`src/rtl/regfile_pkg.sv`:
```
// Shared types and sizes for the register-file burst reader.
// Consumers: regfile_burst_reader, rd_out_stage.
package regfile_pkg;
    localparam int DATA_W   = 64;
    localparam int ADDR_W   = 5;
    localparam int NUM_REGS = 32;

    typedef enum logic [1:0] {IDLE, READ, DRAIN, DONE_ONLY} rd_state_t;
    typedef logic [ADDR_W-1:0] reg_addr_t;

    // Requests larger than the file are trimmed to one full pass.
    function automatic logic [ADDR_W:0] clamp_count(input logic [ADDR_W:0] c);
        localparam logic [ADDR_W:0] MAX_CNT = (ADDR_W+1)'(NUM_REGS);
        return (c > MAX_CNT) ? MAX_CNT : c;
    endfunction
endpackage

```
`src/rtl/rd_out_stage.sv`:
```
// Output word register with valid flag for the burst reader.
// Load captures a new word; clear drops valid; otherwise everything holds.
module rd_out_stage
    import regfile_pkg::*;
(
    input  logic              clk,
    input  logic              reset,
    input  logic              i_load,
    input  logic              i_clear,
    input  logic [DATA_W-1:0] i_data,
    output logic [DATA_W-1:0] o_data,
    output logic              o_valid
);
    logic [DATA_W-1:0] r_data;
    logic              r_valid;

    always_ff @(posedge clk) begin
        if (reset) begin
            r_data  <= '0;
            r_valid <= 1'b0;
        end else if (i_load) begin
            r_data  <= i_data;
            r_valid <= 1'b1;
        end else if (i_clear) begin
            r_valid <= 1'b0;
        end
    end

    assign o_data  = r_data;
    assign o_valid = r_valid;
endmodule

```
`src/rtl/regfile_burst_reader.sv`:
```
// Streams a contiguous, wrapping range of register-file words over valid/ready, then pulses done.
// Optional macro ZERO_REG31_EN: reads of the top register return zero (hardwired-zero register).
//
// state     | meaning
// IDLE      | waiting for start; done pulse (if any) is visible here
// READ      | loading one word per accepted slot, walking addr upward
// DRAIN     | last word loaded, waiting for its handshake
// DONE_ONLY | zero-length burst, emit done without any word
module regfile_burst_reader
    import regfile_pkg::*;
(
    input  logic              clk,
    input  logic              reset,
    input  logic              start,
    input  logic [ADDR_W-1:0] start_addr,
    input  logic [ADDR_W:0]   count,
    output logic [ADDR_W-1:0] rd_addr,
    input  logic [DATA_W-1:0] rd_data,
    output logic [DATA_W-1:0] out_data,
    output logic              out_valid,
    input  logic              out_ready,
    output logic              busy,
    output logic              done
);
    rd_state_t         r_state;
    reg_addr_t         r_addr;
    logic [ADDR_W:0]   r_remaining;
    logic              r_done;
    logic              w_load;
    logic              w_clear;
    logic [ADDR_W:0]   w_count_clamped;
    logic [DATA_W-1:0] w_load_data;

    assign w_count_clamped = clamp_count(count);
    // A slot is free when nothing is held or the held word is being taken this cycle.
    assign w_load  = (r_state == READ) && (!out_valid || out_ready);
    assign w_clear = (r_state == DRAIN) && out_valid && out_ready;

`ifdef ZERO_REG31_EN
    assign w_load_data = (r_addr == reg_addr_t'(NUM_REGS-1)) ? '0 : rd_data;
`else
    assign w_load_data = rd_data;
`endif

    always_ff @(posedge clk) begin
        if (reset) begin
            r_state     <= IDLE;
            r_addr      <= '0;
            r_remaining <= '0;
            r_done      <= 1'b0;
        end else begin
            r_done <= 1'b0;
            case (r_state)
                IDLE: begin
                    if (start) begin
                        r_addr      <= start_addr;
                        r_remaining <= w_count_clamped;
                        r_state     <= (w_count_clamped == '0) ? DONE_ONLY : READ;
                    end
                end
                READ: begin
                    if (w_load) begin
                        r_addr      <= r_addr + 1'b1;
                        r_remaining <= r_remaining - 1'b1;
                        if (r_remaining == (ADDR_W+1)'(1))
                            r_state <= DRAIN;
                    end
                end
                DRAIN: begin
                    if (w_clear) begin
                        r_done  <= 1'b1;
                        r_state <= IDLE;
                    end
                end
                DONE_ONLY: begin
                    r_done  <= 1'b1;
                    r_state <= IDLE;
                end
                default: r_state <= IDLE;
            endcase
        end
    end

    rd_out_stage u_out_stage (
        .clk     (clk),
        .reset   (reset),
        .i_load  (w_load),
        .i_clear (w_clear),
        .i_data  (w_load_data),
        .o_data  (out_data),
        .o_valid (out_valid)
    );

    assign rd_addr = r_addr;
    assign busy    = (r_state != IDLE);
    assign done    = r_done;
endmodule

```
`config.mk`:
```
export PLATFORM = sky130hd
export DESIGN_NAME = regfile_burst_reader
export DESIGN_NICKNAME = d
export VERILOG_FILES = /design/src/rtl/regfile_pkg.sv /design/src/rtl/rd_out_stage.sv /design/src/rtl/regfile_burst_reader.sv
export SDC_FILE = /design/constraint.sdc
export NUM_CORES = 1
export LEC_CHECK = 0
export CORE_MARGIN = 5
export CORE_UTILIZATION = 39
export CTS_BUF_LIST = sky130_fd_sc_hd__clkbuf_2
export CTS_CLUSTER_DIAMETER = 60
export DETAILED_ROUTE_END_ITERATION = 12
export GPL_TIMING_DRIVEN = 0
export PLACE_DENSITY = 0.78
export RECOVER_POWER = 50
export SKIP_CTS_REPAIR_TIMING = 1
export SLEW_MARGIN = 20
export SYNTH_ARGS = -nofsm -noshare
export SYNTH_HDL_FRONTEND = slang
export SYNTH_SLANG_ARGS = --single-unit
export TNS_END_PERCENT = 1
```
`constraint.sdc`:
```
create_clock -name clk -period 1.4 [get_ports clk]
set_clock_uncertainty 0.15 [all_clocks]
set_input_delay 0.35 -clock clk [delete_from_list [all_inputs] [get_ports clk]]
set_output_delay 0.35 -clock clk [all_outputs]
set_load 0.03 [all_outputs]
```
==> Yosys cells after proc, flatten, opt, wreduce, memory -nomap -nowiden <==
Cells that the tools add are included.
{ "totals": {"out_inout_bits": 72, "input_bits": 79, "ff_bits": 79, "elab_cells": 46} }
{ "classes": {"n_reduce_logical": 12, "n_eq_ne": 8, "muxes": 17, "addsub": 2, "n_lt_le_gt_ge": 1} }
{ "ops": {"columns": ["cell", "count"], "rows": [
  ["$mux W6", 3],
  ["$pmux W6 S2", 1],
  ["$mux W2", 5],
  ["$mux W5", 2],
  ["$pmux W5 S2", 1],
  ["$pmux W2 S4", 1],
  ["$eq A6 B1 Y1 const B", 1],
  ["$gt A6 B6 Y1 const B", 1],
  ["$logic_not A6 Y1", 1],
  ["$ne A2 B1 Y1 const B", 3],
  ["$reduce_bool A2 Y1", 3],
  ["$sub A6 B1 Y6 const B", 1],
  ["$add A5 B1 Y5 const B", 1],
  ["$eq A2 B2 Y1 const B", 2],
  ["$reduce_and A4 Y1", 1],
  ["$logic_and A1 B1 Y1", 3],
  ["$mux W1", 3],
  ["$reduce_and A3 Y1", 1],
  ["$eq A2 B1 Y1 const B", 1],
  ["$logic_not A2 Y1", 1],
  ["$ne A2 B2 Y1 const B", 1],
  ["$pmux W1 S2", 1],
  ["$logic_not A1 Y1", 1],
  ["$logic_or A1 B1 Y1", 1]
]} }

==> Depth between registers and ports, before layout <==
{ "logic_depth": {"depth_word": 6, "depth_mapped": 6} }

==> By module <==
A second synthesis with hierarchy kept.
{ "hier_totals": {"hier_cells": 313, "area_unflattened_um2": 3221.8} }
{ "by_module_without_submodules": {"columns": ["module", "area_each_um2", "instances", "cells_per_inst", "seq_area_each_um2"], "rows": [
  ["rd_out_stage", 2344.7, 1, 210, 1301.2],
  ["regfile_burst_reader", 877.1, 1, 103, 280.3]
]} }

==> Worst setup path after synthesis <==
Ideal clock, no wire load.
{ "synth_timing": {"kind": "reg-to-reg", "from": "register r_addr[1] (netlist: rd_addr[1])", "to": "register r_addr[4] (netlist: rd_addr[4])", "n_path_buf": 0, "arrival_time_ps": 1291, "path_stages_with_launch": 5, "t_required_ps": 1147, "synth_period_minus_slack_ps": 1544, "setup_slack_ps": -144, "path_cell_list": "dfxtp_1 > ha_1 > nand3_1 > nor3b_1 > a2111oi_2"} }
{ "synth_between": {"elab_chain_cells": 3} }
{ "synth_rtl": {"columns": ["element", "line_no", "source"], "rows": [
  ["from (decl)", "regfile_burst_reader.sv:26", "reg_addr_t r_addr;"],
  ["from (signal assigned)", "regfile_burst_reader.sv:56", "r_addr <= start_addr;"],
  ["from (signal assigned)", "regfile_burst_reader.sv:63", "r_addr <= r_addr + 1'b1;"],
  ["$add A5 B1 Y5", "regfile_burst_reader.sv:63", null],
  ["$mux W5", "regfile_burst_reader.sv:62", "if (w_load) begin"],
  ["$pmux W5 S2", "regfile_burst_reader.sv:53", "case (r_state)"]
]} }
No other way between the ends. The select of a mux whose other input is x is not followed.
A chain may end at the register's enable or synchronous reset.

==> Worst setup path after layout <==
{ "layout_timing": {"from": "register r_state[0]", "to": "output port busy"} }
{ "layout_between": {"elab_chain_cells": 1} }
{ "layout_rtl": {"columns": ["element", "line_no", "source"], "rows": [
  ["from (decl)", "regfile_burst_reader.sv:25", "rd_state_t r_state;"],
  ["from (signal assigned)", "regfile_burst_reader.sv:58", "r_state <= (w_count_clamped == '0) ? DONE_ONLY : READ;"],
  ["$reduce_bool A2 Y1", "regfile_burst_reader.sv:95", "assign busy = (r_state != IDLE);"],
  ["to (decl)", "regfile_burst_reader.sv:22", "output logic busy,"]
]} }
No other way between the ends.

==> flow_metrics.py <==
metrics = {
    "job": {
        "maxCapViolCount": 0,
    },
    "grt": {
        "antenna_found_initial": 0,
        "grt.total_usage": 0.193,
        "grt_max_degree": 15,
        "grt_pass1_wl_um": 17600,
        "gr-total-overflow": 0,
        "grt_pass1_vias": 3598,
    },
    "yosys": {
        "synth_area_leaders": "dfxtp_1 (46%), a21oi_1 (11%), nand3_1 (9.6%)",
        "synth_cells": 403,
        "syn_area_um2": 3430,
        "syn_avg_cell_area_um2": 8.50,
        "synth_top_area_frac": 0.462,
        "ys_async_sr_fraction": 0,
        "ys_seq_area_frac": 0.462,
        "synth-edff-count": 0,
        "synthDistinctLibCells": 48,
        "yosysTopAreaCell": "dfxtp_1",
        "synth_ff_type": "dfxtp_1",
        "yosysMostFrequentCell": "dfxtp_1",
        "syn_nets": 485,
        "yosysWarnings": 0,
        "synth_top_cells_by_count": "dfxtp_1 (79), a21oi_1 (73), nand3_1 (66)",
        "synth-seq-cells": 79,
    },
    "clocking": {
        "cts_buffers": 9,
        "cts_sinks": 79,
        "cts_tree": "built",
        "clk_path_buf_depth": 2,
        "root_buffer": "clkbuf_2",
        "clkLatencyLatePin_ps": 490,
        "path_clk_slew_ps": 220,
        "htree_levels": 3,
    },
    "floorplanning": {
        "die_w_um": 104,
        "rows": 34,
        "initial_utilization": 0.397,
        "ios": 151,
        "die-area_um2": 10800,
        "core_area_um2": 8640,
        "die_h_um": 104,
    },
    "routing": {
        "first_pass_iters": 5,
        "antenna_left": 0,
        "drtIter0Drc": 163,
        "wl_per_cell_um": 16.5,
        "vias": 3770,
        "viasPerCell": 5.54,
        "drt_wl_total_um": 11200,
        "drc": 0,
    },
    "layout": {
        "fin_area_um2": 5530,
        "synthToLayoutAreaGrowth_pct": 61.4,
        "fillers": 725,
        "final_nets": 650,
        "antenna_cells": 0,
        "postLayoutCoreUtil": 0.640,
        "drive_gt1_frac": 0.375,
    },
    "worst_setup_path": {
        "cp.arrival_ps": 1390,
        "critPathTopFamily": "flip-flops",
        "worst_setup_path_start_kind": "register",
        "crit_fanout": 6,
        "crit_path_frequent_cell": "buf_6",
        "slowest_delay_ps": 410,
        "crit_slowest_cell": "dfxtp_4",
        "end_kind": "output port",
        "path_cells": "buf_6 > or2_4 > buf_6",
        "cp_num_buf_inv": 2,
        "crit_required_ps": 900,
        "path_class": "register to output port",
    },
    "sta": {
        "tightest_slew_ps": 603,
        "setup_slack_ps": -488,
        "hold_viol_final": 0,
        "slew_headroom": 0.598,
        "setup-tns-final_ps": -9460,
        "rsz0062_at_grt": "yes",
        "finalSetupViolCount": 91,
        "drv_slew": 0,
        "period_share": 1.35,
        "fin_crit_ps": 1890,
        "max_freq_mhz": 530,
    },
    "placed_design": {
        "post-dp-hpwl_um": 8170,
        "place.gp.congestion": 0.903,
        "dpl-instance-area_um2": 5060,
        "port-buffer-count": 149,
        "dp_worst_setup_slack_ps": -697,
    },
    "pwr": {
        "internal_power_mw": 3.78,
        "p_switching_mw": 1.94,
        "swShare": 0.339,
        "peakVddDrop_uv": 496,
        "seqPwrFrac": 0.461,
        "power.density_nw_per_um2": 1040,
        "p_leak_nw": 2.14,
        "power_frac_comb": 0.321,
        "clkPwrFrac": 0.218,
        "power_mw": 5.73,
    },
    "run_status": {
        "outcome": "complete, but fails checks",
        "failed_checks": "setup timing",
    },
    "min_path": {
        "worstHoldPathType": "input pin to register",
    },
}
==> metrics by stage <==
stage / instances / hold slack (ps)
after floorplan: 403 / 310
after global placement: 660 / 311
after detailed placement: 660 / 315
after CTS: 676 / -66.3
after global routing: 681 / 56.4
final: 681 / 75.4
==> final cells by class <==
class	instances	area [um2]	area share
Multi-Input combinational cell	274	1620	0.293
Buffer	43	322	0.0582
Sequential cell	79	1690	0.306
Tap cell	108	135	0.0244
Clock inverter	6	66.3	0.0120
Inverter	7	26.3	0.00475
Timing Repair Buffer	154	1620	0.292
Clock buffer	10	50.0	0.00905
==> final timing paths <==
kind                                from  cells past startpoint  slack, ps                endpoint
hold reg to reg   u_out_stage.o_data[13]                      2        350  u_out_stage.o_data[13]
setup reg to reg              r_state[1]                      4       -240              rd_addr[4]
hold / removal                 out_ready                      2         80     u_out_stage.o_valid
setup / recovery              r_state[0]                      3       -490                    busy
==> cells by family (layout without fill, tap and decap cells) <==
group                      count (synthesis)  after routing  synth area share
AOI/OAI and AO/OA                        167            167             0.280
and+or+nand+nor                          102            102             0.165
DFF                                       79             79             0.462
buffers and inverters                     50            220            0.0763
adders and majority gates                  3              3            0.0110
muxes                                      2              2           0.00584
==> cell usage in the layout (no fill, tap or decap), types with 3 or more instances in the layout <==
| cell | count |
|---|---|
| dfxtp_2 | 66 |
| inv_1 | 7 |
| nor2b_1 | 5 |
| clkbuf_4 | 8 |
| nand2b_1 | 4 |
| ha_1 | 3 |
| nand3_1 | 66 |
| clkdlybuf4s50_1 | 76 |
| buf_6 | 76 |
| dfxtp_4 | 8 |
| a31oi_1 | 3 |
| clkbuf_1 | 8 |
| clkbuf_2 | 11 |
| nand2_1 | 6 |
| a311oi_1 | 3 |
| a21oi_1 | 73 |
| dfxtp_1 | 5 |
| o21ai_0 | 29 |
| buf_8 | 3 |
| buf_4 | 17 |
| o21ai_1 | 36 |
| buf_2 | 6 |
==> power groups by stage <==
stage | clock network (mW) | logic (mW) | registers (mW)
floorplan | 0 | 0.656 | 2.90
global placement | 0 | 1.66 | 2.61
detailed placement | 0 | 1.69 | 2.62
CTS | 1.28 | 1.70 | 2.57
global route | 1.37 | 1.96 | 2.67
finish | 1.25 | 1.84 | 2.64
==> state kept, by name, indices dropped and copies added (netlist names) <==
| register | flops |
|---|---|
| r_remaining | 6 |
| rd_addr | 5 |
| u_out_stage.o_data | 64 |
| done | 1 |
| u_out_stage.o_valid | 1 |
| r_state | 2 |
==> layer usage <==
metal	vias to the layer above	GRT usage	wire (um)
met5	-	0	0
met4	0	0.0407	129
met3	12	0.0529	666
met2	145	0.328	5600
met1	1794	0.244	4850
li1	1819	-	-
==> worst reg2reg max path, stage by stage (launching register included) <==
cell and delay [ps]:
dfxtp_4 430, clkbuf_1 370, nand3b_1 180, o22ai_1 80, a2111oi_2 360
(Power assumes the default switching activity.)
